===== config.mk =====
export PLATFORM = sky130hd
export DESIGN_NAME = ioctl_dl_bridge_flat
export DESIGN_NICKNAME = d
export VERILOG_FILES = /design/src/rtl/ioctl_dl_bridge_if.sv /design/src/rtl/ioctl_dl_bridge.sv /design/src/flat_wrapper.sv
export SDC_FILE = /design/constraint.sdc
export NUM_CORES = 1
export LEC_CHECK = 0
export BUFFER_PORTS_ARGS = -buffer_cell sky130_fd_sc_hd__buf_2
export CAP_MARGIN = 40
export CORE_MARGIN = 2
export CORE_UTILIZATION = 56
export CTS_CLUSTER_DIAMETER = 200
export DETAILED_ROUTE_END_ITERATION = 16
export MAX_ROUTING_LAYER = met4
export PLACE_DENSITY = 0.78
export RECOVER_POWER = 100
export SYNTH_ARGS = -nofsm -noshare
export SYNTH_HDL_FRONTEND = slang
export SYNTH_SLANG_ARGS = --single-unit
export TNS_END_PERCENT = 30

===== constraint.sdc =====
create_clock -name clk_sys -period 8.6 [get_ports clk_sys]
set_input_delay 0.43 -clock clk_sys [delete_from_list [all_inputs] [get_ports clk_sys]]
set_output_delay 0.43 -clock clk_sys [all_outputs]
set_load 0.01 [all_outputs]

===== src/rtl/ioctl_dl_bridge_if.sv =====
// Bus bundle between hps_io's ioctl download stream and the core memory write port.
// The bridge takes the slave view; hps_io and the memory side together take the master view.
interface ioctl_dl_bridge_if #(
  parameter int ADDR_W = 16,
  parameter int NUM_CH = 2
);
  localparam int CH_W = (NUM_CH > 1) ? $clog2(NUM_CH) : 1;

  logic              ioctl_download;
  logic [7:0]        ioctl_index;
  logic              ioctl_wr;
  logic [24:0]       ioctl_addr;
  logic [7:0]        ioctl_dout;
  logic              ioctl_wait;

  logic              mem_req;
  logic [ADDR_W-1:0] mem_addr;
  logic [7:0]        mem_data;
  logic [CH_W-1:0]   mem_sel;
  logic              mem_ack;

  modport slave (
    input  ioctl_download, ioctl_index, ioctl_wr, ioctl_addr, ioctl_dout, mem_ack,
    output ioctl_wait, mem_req, mem_addr, mem_data, mem_sel
  );

  modport master (
    output ioctl_download, ioctl_index, ioctl_wr, ioctl_addr, ioctl_dout, mem_ack,
    input  ioctl_wait, mem_req, mem_addr, mem_data, mem_sel
  );
endinterface


===== src/rtl/ioctl_dl_bridge.sv =====
// Download bridge: filters ioctl_index, skips a header, buffers {addr,data} in a FIFO
// and replays it as req/ack byte writes at a per-channel base address.
module ioctl_dl_bridge #(
  parameter int ADDR_W   = 16,
  parameter int DEPTH    = 8,
  parameter int NUM_CH   = 2,
  parameter int IDX_BASE = 0,
  parameter int HDR_SKIP = 0,
  parameter logic [NUM_CH*ADDR_W-1:0] LOAD_BASE = {NUM_CH{16'h0300}}
) (
  input  logic              clk_sys,
  input  logic              reset,
  ioctl_dl_bridge_if.slave  bus,
  output logic              busy,
  output logic              done,
  output logic              err,
  output logic [ADDR_W:0]   byte_count
);

  localparam int CH_W  = (NUM_CH > 1) ? $clog2(NUM_CH) : 1;
  localparam int PTR_W = $clog2(DEPTH);
  localparam int CNT_W = PTR_W + 1;

  typedef enum logic [1:0] {IDLE, STREAM, DRAIN, DONE} state_e;

  state_e            state_q, state_d;
  logic              dl_q, pend_q;
  logic [CH_W-1:0]   ch_q;
  logic [ADDR_W-1:0] base_q, base_sel;

  logic [ADDR_W-1:0] fifo_addr [DEPTH];
  logic [7:0]        fifo_data [DEPTH];
  logic [PTR_W-1:0]  wptr_q, rptr_q;
  logic [CNT_W-1:0]  cnt_q, cnt_d;

  logic              req_q;
  logic [ADDR_W-1:0] addr_q;
  logic [7:0]        data_q;
  logic [CH_W-1:0]   sel_q;
  logic              wait_q, busy_q, done_q, err_q;
  logic [ADDR_W:0]   bcnt_q;

  logic              dl_rise, idx_ok, start;
  logic [7:0]        idx_off;
  logic              wr_acc, full, pop, push, drop;
  logic [ADDR_W-1:0] push_addr;

  assign dl_rise = bus.ioctl_download & ~dl_q;
  assign idx_off = bus.ioctl_index - 8'(IDX_BASE);
  assign idx_ok  = {1'b0, idx_off} < 9'(NUM_CH);
  // pend_q remembers a rising edge that arrived while the previous transfer was still finishing
  assign start   = (state_q == IDLE) && bus.ioctl_download && (dl_rise || pend_q) && idx_ok;

  assign wr_acc    = (state_q == STREAM) && bus.ioctl_wr && (bus.ioctl_addr >= 25'(HDR_SKIP));
  assign full      = (cnt_q == CNT_W'(DEPTH));
  assign pop       = (cnt_q != '0) && !req_q;
  assign push      = wr_acc && (!full || pop);
  assign drop      = wr_acc && full && !pop;
  assign push_addr = base_q + ADDR_W'(bus.ioctl_addr - 25'(HDR_SKIP));

  always_comb begin
    base_sel = '0;
    for (int c = 0; c < NUM_CH; c++)
      if (idx_off == 8'(c)) base_sel = LOAD_BASE[c*ADDR_W +: ADDR_W];
  end

  always_comb begin
    cnt_d = cnt_q;
    if (push && !pop)      cnt_d = cnt_q + CNT_W'(1);
    else if (pop && !push) cnt_d = cnt_q - CNT_W'(1);
  end

  always_ff @(posedge clk_sys) begin
    if (reset) state_q <= IDLE;
    else       state_q <= state_d;
  end

  always_comb begin
    state_d = state_q;
    unique case (state_q)
      IDLE:    if (start) state_d = STREAM;
      STREAM:  if (!bus.ioctl_download) state_d = DRAIN;
      DRAIN:   if ((cnt_q == '0) && !req_q) state_d = DONE;
      DONE:    state_d = IDLE;
      default: state_d = IDLE;
    endcase
  end

  always_ff @(posedge clk_sys) begin
    if (push) begin
      fifo_addr[wptr_q] <= push_addr;
      fifo_data[wptr_q] <= bus.ioctl_dout;
    end
  end

  always_ff @(posedge clk_sys) begin
    if (reset) begin
      dl_q   <= 1'b0;
      pend_q <= 1'b0;
      ch_q   <= '0;
      base_q <= '0;
      wptr_q <= '0;
      rptr_q <= '0;
      cnt_q  <= '0;
      req_q  <= 1'b0;
      addr_q <= '0;
      data_q <= '0;
      sel_q  <= '0;
      wait_q <= 1'b0;
      busy_q <= 1'b0;
      done_q <= 1'b0;
      err_q  <= 1'b0;
      bcnt_q <= '0;
    end else begin
      dl_q <= bus.ioctl_download;

      if (state_q == IDLE) pend_q <= 1'b0;
      else if (dl_rise)    pend_q <= 1'b1;

      if (start) begin
        ch_q   <= idx_off[CH_W-1:0];
        base_q <= base_sel;
        err_q  <= 1'b0;
        bcnt_q <= '0;
      end else begin
        if (drop) err_q <= 1'b1;
        if (req_q && bus.mem_ack && (bcnt_q != '1)) bcnt_q <= bcnt_q + 1'b1;
      end

      if (push) wptr_q <= wptr_q + 1'b1;

      // a pop only happens with no request outstanding, so the ack and the next load never collide
      if (pop) begin
        addr_q <= fifo_addr[rptr_q];
        data_q <= fifo_data[rptr_q];
        sel_q  <= ch_q;
        rptr_q <= rptr_q + 1'b1;
        req_q  <= 1'b1;
      end else if (req_q && bus.mem_ack) begin
        req_q  <= 1'b0;
      end

      cnt_q  <= cnt_d;
      wait_q <= (cnt_d >= CNT_W'(DEPTH-2)) ||
                (bus.ioctl_download && ((state_d == DRAIN) || (state_d == DONE)));
      busy_q <= (state_d != IDLE);
      done_q <= (state_d == DONE);
    end
  end

  assign bus.ioctl_wait = wait_q;
  assign bus.mem_req    = req_q;
  assign bus.mem_addr   = addr_q;
  assign bus.mem_data   = data_q;
  assign bus.mem_sel    = sel_q;
  assign busy           = busy_q;
  assign done           = done_q;
  assign err            = err_q;
  assign byte_count     = bcnt_q;

endmodule


===== src/flat_wrapper.sv =====
// flat-port wrapper written by rule: the top's interface ports become plain ports
module ioctl_dl_bridge_flat 
#(
  parameter int ADDR_W   = 16,
  parameter int DEPTH    = 8,
  parameter int NUM_CH   = 2,
  parameter int IDX_BASE = 0,
  parameter int HDR_SKIP = 0,
  parameter logic [NUM_CH*ADDR_W-1:0] LOAD_BASE = {NUM_CH{16'h0300}}
)
  (clk_sys, reset, busy, done, err, byte_count, bus_ioctl_download, bus_ioctl_index, bus_ioctl_wr, bus_ioctl_addr, bus_ioctl_dout, bus_mem_ack, bus_ioctl_wait, bus_mem_req, bus_mem_addr, bus_mem_data, bus_mem_sel);
  ioctl_dl_bridge_if #(.ADDR_W(ADDR_W), .NUM_CH(NUM_CH)) bus_i ();
  input  logic clk_sys;
  input  logic reset;
  output logic busy;
  output logic done;
  output logic err;
  output logic [ADDR_W:0] byte_count;
  input wire logic [$bits(bus_i.ioctl_download)-1:0] bus_ioctl_download;
  input wire logic [$bits(bus_i.ioctl_index)-1:0] bus_ioctl_index;
  input wire logic [$bits(bus_i.ioctl_wr)-1:0] bus_ioctl_wr;
  input wire logic [$bits(bus_i.ioctl_addr)-1:0] bus_ioctl_addr;
  input wire logic [$bits(bus_i.ioctl_dout)-1:0] bus_ioctl_dout;
  input wire logic [$bits(bus_i.mem_ack)-1:0] bus_mem_ack;
  output wire logic [$bits(bus_i.ioctl_wait)-1:0] bus_ioctl_wait;
  output wire logic [$bits(bus_i.mem_req)-1:0] bus_mem_req;
  output wire logic [$bits(bus_i.mem_addr)-1:0] bus_mem_addr;
  output wire logic [$bits(bus_i.mem_data)-1:0] bus_mem_data;
  output wire logic [$bits(bus_i.mem_sel)-1:0] bus_mem_sel;
  assign bus_i.ioctl_download = bus_ioctl_download;
  assign bus_i.ioctl_index = bus_ioctl_index;
  assign bus_i.ioctl_wr = bus_ioctl_wr;
  assign bus_i.ioctl_addr = bus_ioctl_addr;
  assign bus_i.ioctl_dout = bus_ioctl_dout;
  assign bus_i.mem_ack = bus_mem_ack;
  assign bus_ioctl_wait = bus_i.ioctl_wait;
  assign bus_mem_req = bus_i.mem_req;
  assign bus_mem_addr = bus_i.mem_addr;
  assign bus_mem_data = bus_i.mem_data;
  assign bus_mem_sel = bus_i.mem_sel;
  ioctl_dl_bridge #(.ADDR_W(ADDR_W), .DEPTH(DEPTH), .NUM_CH(NUM_CH), .IDX_BASE(IDX_BASE), .HDR_SKIP(HDR_SKIP), .LOAD_BASE(LOAD_BASE)) u_core (.clk_sys(clk_sys), .reset(reset), .bus(bus_i), .busy(busy), .done(done), .err(err), .byte_count(byte_count));
endmodule

**Yosys cells after proc, flatten, opt, wreduce, memory -nomap -nowiden**

Memory sizes are Yosys's and may differ from the RTL's. A register that Yosys moved wholly into a read port is not among the register bits.
Index checks and enable logic that the tools add are counted.

- Input bits: 46
- Output and inout port bits: 47
- Register bits: 54
- Bits in writable memories: 192
- Word-level logic and storage cells: 79
- Memories kept: 2

Memory list:

| name | depth | bits a word | rd ports | clocked after memory_dff | write ports | RTL line | source |
|---|---|---|---|---|---|---|---|
| u_core.fifo_addr | 8 | 16 | 1 | 1 | 1 | ioctl_dl_bridge.sv:31 | `logic [ADDR_W-1:0] fifo_addr [DEPTH];` |
| u_core.fifo_data | 8 | 8 | 1 | 1 | 1 | ioctl_dl_bridge.sv:32 | `logic [7:0] fifo_data [DEPTH];` |

- Mux-type cells: 12
- Eq/ne operators: 8
- Add/subtract/negate cells: 6
- Reductions and logical operators: 31
- Magnitude comparators: 3
- Bitwise logic cells: 2

Operators by type and width:

| cell | count |
|---|---|
| $ge 25x1->1 const B | 1 |
| $mux 10 | 2 |
| $add 17x1->17 const B | 1 |
| $ne 17x17->1 const B | 1 |
| $add 16x16->16 | 1 |
| $logic_and 1x1->1 | 15 |
| $eq 2x2->1 const B | 4 |
| $eq 8x1->1 const B | 1 |
| $logic_not 8->1 | 1 |
| $lt 8x2->1 const B | 1 |
| $mux 4 | 2 |
| $pmux 2 s4 | 1 |
| $add 3x1->3 const B | 2 |
| $mux 2 | 3 |
| $add 4x1->4 const B | 1 |
| $eq 4x4->1 const B | 1 |
| $ge 4x3->1 const B | 1 |
| $logic_not 1->1 | 4 |
| $logic_not 4->1 | 1 |
| $logic_or 1x1->1 | 4 |
| $mux 1 | 4 |
| $reduce_bool 2->1 | 2 |
| $reduce_bool 4->1 | 1 |
| $reduce_or 2->1 | 2 |
| 5 further kinds | 5 |

**Depth between registers and ports, before layout**

- Word-level depth: 11
- Mapped depth: 11
- Depth with buffers taken out: 10

**Worst setup path after synthesis**

No wires, ideal clock.

- Path kind: reg-to-reg
- Start: register u_core.cnt_q[1]
- End: memory u_core.fifo_addr[0][0], enable pin
- Data arrival time: 3.186 ns
- Setup time: 0.466 ns
- Setup slack: 4.949 ns
- Path buffers: 0
- Stages on the path, launching flop included: 6
- Period minus slack after synthesis: 3.651 ns
- Required time: 8.134 ns
- Path through: dfxtp_1 inv_1 ha_1 nand4b_1 nand2_1 nor4_1

- Longest elaborated chain between the ends: 6
- Elaborated cells between the ends (all ways): 8
- Those cells by class: eq/ne: 1; mux: 2; reduce/logical: 5

RTL lines:

| item | RTL line | source |
|---|---|---|
| from (decl) | ioctl_dl_bridge.sv:34 | `logic [CNT_W-1:0] cnt_q, cnt_d;` |
| from (signal assigned) | ioctl_dl_bridge.sv:143 | `cnt_q <= cnt_d;` |
| $eq 4x4->1 / $reduce_bool 4->1 (equally long branches) | ioctl_dl_bridge.sv:55, ioctl_dl_bridge.sv:56 |  |
| $logic_not 1->1 / $logic_and 1x1->1 (equally long branches) | ioctl_dl_bridge.sv:57, ioctl_dl_bridge.sv:56 |  |
| $logic_or 1x1->1 * | ioctl_dl_bridge.sv:57 | `assign push = wr_acc && (!full \|\| pop);` |
| $logic_and 1x1->1 * | ioctl_dl_bridge.sv:57 |  |
| $mux 1 * | ioctl_dl_bridge.sv:90 | `if (push) begin` |
| $mux 1 (not written as such) * | ioctl_dl_bridge.sv:91 | `fifo_addr[wptr_q] <= push_addr;` |
| to (decl) | ioctl_dl_bridge.sv:31 |  |

Mark *: on every way between the ends. The rest lies on a longest branch, timed or not.

**Worst setup path after layout**

- Start: register u_core.cnt_q[1]
- End: register u_core.data_q[2], in the netlist u_core.bus.mem_data[2] (read register of u_core.fifo_data)

- Longest elaborated chain between the ends: 2

RTL lines:

| item | RTL line | source |
|---|---|---|
| $reduce_bool 4->1 | ioctl_dl_bridge.sv:56 | `assign pop = (cnt_q != '0) && !req_q;` |
| $logic_and 1x1->1 | ioctl_dl_bridge.sv:56 |  |
| to (decl) | ioctl_dl_bridge.sv:38 | `logic [7:0] data_q;` |

Every way passes these cells.
A chain may end at the register's enable or synchronous reset.

==> results.md <==
- The share of the Yosys chip area taken by registers is 70.66%.
- In this run the number of H-tree levels came out at 1.
- The capturing point of the worst reg2reg path is u_core.bus.mem_data[2].
- The class of the tightest hold or removal check is in2reg.
- STA classifies the critical path startpoint as a flip-flop.
- Before antenna repair, the detailed router went through 5 iterations.
- The worst setup timing slack at the placement stage is 5645 ps.
- The sum of overflow across all layers after global routing is 0.
- Sorting the synthesized cells by area gives the leading types as sky130_fd_sc_hd__edfxtp_1 58%, sky130_fd_sc_hd__dfxtp_1 13%, sky130_fd_sc_hd__mux4_2 11%.
- Net switching is 28.32% of the power.
- The later pin in the worst-skew pair is clocked with a latency of 520 ps.
- From synthesis to final layout, the design area changed by 13.26%.
- The minimum setup slack in the final design is 4741 ps.
- Detailed placement ended at an HPWL of 12060 um.
- After detailed routing, the total wire length is 19910 um.
- The post-synthesis cell area is 9945 um^2.
- In this run, the combinational gates consume 21.6% of the power.
- The number of warnings issued by yosys is 0.
- The switching component of the power is 0.8990 mW.
- The average via count per standard cell is 5.820.
- The overall track demand over capacity in global routing is 22.31%.
- After clock tree synthesis, the setup repair step added 0 buffers.
- The last element of the critical path is u_core.bus.mem_data[2].
- The count of nets left with antenna violations once routing finished came out at 0.
- For this design the ratio of total power to cell area is 281.8 nW/um^2.
- Once the clock tree was built, the resizer swapped 0 gates to a different size.
- The clock slew seen by the registers of the worst setup and hold paths is 60 ps.
- The startpoint of the worst hold path is bus_mem_ack.
- The time the worst path needs with I/O delays and setup is 3859 ps.
- The max-capacitance violation count is 4.
- CTS placed an instance of sky130_fd_sc_hd__clkbuf_16 at the clock tree root.
- The detail-routed net length per standard cell is 21.34 um.
- The final layout contains 745 nets.
- Counting flops and latches in the post-synthesis netlist gives 255.
- The worst register-to-register path has a depth of 7.
- The antenna diode count is 0.
- For this run, the share of the core covered by cells in the final layout is 64.89%.
- Routed signal wires occupy layers up through met4.
- The number of buffers created by CTS is 25.
- The global placement routability congestion is 0.8654.
- The final reports fail on max-capacitance violations, max-slew violations.
- The arrival time at the worst endpoint is 4250 ps.
- Counting both buffers and inverters, the worst setup path holds a total of 2.
- Cells with a size suffix above 1 make up 15.82% of the layout.
- The total setup violations reported at the end of the flow is 0.
- In this run the worst setup path begins at u_core.cnt_q[1].
- The required time at the worst-slack endpoint is 8990 ps.
- The sequential cells in the finished layout cover a total of 7032 um^2.
- The share of synthesized area in the top cell type comes to 57.98%.
- The post-synthesis async set-or-reset flop share is 0%.
- STA classifies the critical path endpoint as a flip-flop.
- In this run the deepest clock path goes through 3 buffers.
- The final count of pins violating max slew is 97.
- The die covers 18840 um^2.
- The routed wire length on met2 is 10330 um.
- The leakage power is 3.595 nW.
- The number of instances in the synthesized netlist is 592.
- The layout filler cell count is 1233.
- Of all nets on the critical path, the largest fanout is 31.
- The worst-case register-to-register setup slack is 4740 ps.
- The launch point of the worst reg-to-reg path is u_core.cnt_q[1].
- The number of sinks handled by clock tree synthesis is 255.
- The first global-routing pass estimated 30570 um of wire.
- The number of nets in the synthesized netlist is 648.
- The routed length on met1 is 8156 um.
- In the post-synthesis netlist, the cell with the most instances is sky130_fd_sc_hd__edfxtp_1.
- The start-to-end type of the worst setup path is reg2reg.
- On the worst path, the slowest cell contributes a delay of 1210 ps.
- The multi-input combinational cells in the finished layout cover a total of 2729 um^2.
- The vias after detailed routing is 5430.
- Walking the worst path, the cells encountered are inv_1 > ha_1 > nor3b_1 > nor2_1 > clkbuf_1 > nor2_1 > a211oi_1.
- For this block, the initial DRC count from the detailed router was 438.
- After detailed routing, the number of remaining DRC violations is 0.
- The largest voltage drop on the vdd net is 0.1775 mV.
- The number of antenna violations at the first check in global routing was 0.
- TritonCTS built the clock tree.
- After clock tree synthesis, the flow added hold-fix buffers numbering 0.
- The internal power contribution is 2.276 mW.
- The via count of the first global-routing pass is 5664.
- After layout, the worst path uses 44.88% of the clock period.
- The die width is 137.3 um.
- The floorplan has 48 rows.
- The mean cell area of the mapped netlist is 16.80 um^2.
- Among all flip-flop cells after synthesis, the most frequent one is sky130_fd_sc_hd__edfxtp_1.
- Between clock sinks in the finished design, the worst skew comes to 8.839 ps.
- The maximum number of pins on one net before global-route repair is 51.
- The library cell appearing most often on the critical path is sky130_fd_sc_hd__nor2_1.
- The relative contribution of sequential cells to total power is 46.4%.
- Yosys mapped a number of flops with a built-in enable equal to 192.
- The count of input and output buffers is 83.
- Wire segments on met3 add up to 1078 um in the final route.
- The cell family contributing the most delay on the critical path is simple AND/OR/NAND/NOR gates.
- The number of library cell types mapped by synthesis is 41.
- The initial core utilization is 57.30%.
- The slowest stage of the critical path is the sky130_fd_sc_hd__nor2_1 cell.
- Headroom to the max-slew limit came out at -22.34%.
- Setup repair after global routing left no endpoint under its margin.
- The die is 137.3 um tall.
- The flow ran to the end, but the final reports show violations.
- The commonest cells after synthesis are 192 x sky130_fd_sc_hd__edfxtp_1, 65 x sky130_fd_sc_hd__nor2_1, 63 x sky130_fd_sc_hd__dfxtp_1.
- In the final timing run, aggregate negative setup slack is 0 ps.
- The dominant cell type by area after synthesis is sky130_fd_sc_hd__edfxtp_1.
- The number of placed I/O pins is 93.
- The share of total power in the clock network is 32.0%.
- The path length in cells of the critical path is 7.
- The floorplan core area is 17360 um^2.
- Timing would allow up to 259.1 MHz.
- The final-report hold violation count is 0.
- For the pin with the worst max-slew slack, the measured transition is 1835 ps.
logic make-up (layout without fill, tap and decap cells):
family                   count (synthesis)  after routing  share of synthesized area, %
multiplexers                            75             75                         13.59
buffers and inverters                   40            156                         1.837
XOR/XNOR                                27             27                         2.378
flip-flops                             255            255                         70.66
AO/OA/AOI/OAI                           47             47                         3.561
AND/OR/NAND/NOR                        138            138                         6.643
adder cells (fa/ha/maj)                 10             10                         1.334
per-layer routing:
metal  up-vias  global-route usage [%]
met5         -                       -
met4         0                   6.186
met3        34                   3.716
met2       158                   38.09
met1      2753                   27.90
li1       2485                       -
cells in the final DEF, fill, tap and decap left out, types with 6 or more instances in the layout:
master,count
sky130_fd_sc_hd__edfxtp_1,192
sky130_fd_sc_hd__clkbuf_1,84
sky130_fd_sc_hd__nor2_1,65
sky130_fd_sc_hd__dfxtp_1,61
sky130_fd_sc_hd__mux4_2,48
sky130_fd_sc_hd__mux2i_1,27
sky130_fd_sc_hd__a211oi_1,26
sky130_fd_sc_hd__clkbuf_16,25
sky130_fd_sc_hd__nand2_1,20
sky130_fd_sc_hd__buf_2,19
sky130_fd_sc_hd__xnor2_1,17
sky130_fd_sc_hd__inv_1,11
sky130_fd_sc_hd__a21oi_1,10
sky130_fd_sc_hd__xor2_1,10
sky130_fd_sc_hd__nor3_1,10
sky130_fd_sc_hd__ha_1,9
sky130_fd_sc_hd__nand3_1,7
sky130_fd_sc_hd__nor2b_1,6
sky130_fd_sc_hd__clkinv_2,6
flip-flops by register name (all words and copies together), names as in the netlist:
| name | count |
|---|---|
| u_core.base_q | 1 |
| u_core.done | 1 |
| u_core.pend_q | 1 |
| u_core.busy | 1 |
| u_core.state_q | 2 |
| u_core.bus.ioctl_wait | 1 |
| u_core.fifo_addr | 128 |
| u_core.byte_count | 17 |
| u_core.rptr_q | 3 |
| u_core.bus.mem_addr | 16 |
| u_core.bus.mem_req | 1 |
| u_core.fifo_data | 64 |
| u_core.bus.mem_data | 8 |
| u_core.cnt_q | 4 |
| u_core.bus.mem_sel | 1 |
| u_core.dl_q | 1 |
| u_core.ch_q | 1 |
| u_core.wptr_q | 3 |
| u_core.err | 1 |
power groups by stage:
stage	clock network, mW	logic, mW	registers, mW
finish	1.02	0.684	1.47
global route	1.08	0.753	1.49
CTS	1.03	0.720	1.47
detailed placement	0	0.714	1.50
global placement	0	0.655	1.52
floorplan	0	0.523	1.49
worst min-delay path by stage:
| stage | endpoint | cells after the start |
|---|---|---|
| floorplan | u_core.bus.mem_sel | 2 |
| global placement | u_core.bus.mem_sel | 2 |
| detailed placement | u_core.bus.mem_sel | 2 |
| CTS | u_core.bus.mem_req | 2 |
| global route | u_core.bus.mem_req | 2 |
| finish | u_core.bus.mem_req | 2 |
layout make-up:
type | count | share of cell area, %
flip-flops and latches | 255 | 62.43
clock inverters | 10 | 0.4777
well taps | 225 | 2.499
multi-input cells | 297 | 24.23
inverters | 11 | 0.3666
repair buffers | 99 | 3.721
clock buffers | 36 | 6.276
stage by stage:
stage | area [um^2] | hold slack (ps) | instances | total power [mW]
CTS | 11460 | 98.96 | 933 | 3.228
global route | 11260 | 109.8 | 933 | 3.320
finish | 11260 | 113.3 | 933 | 3.175
global placement | 10640 | 438.6 | 883 | 2.173
floorplan | 9945 | 431.5 | 592 | 2.015
detailed placement | 10700 | 450.6 | 887 | 2.213
(Power assumes the default switching activity.)
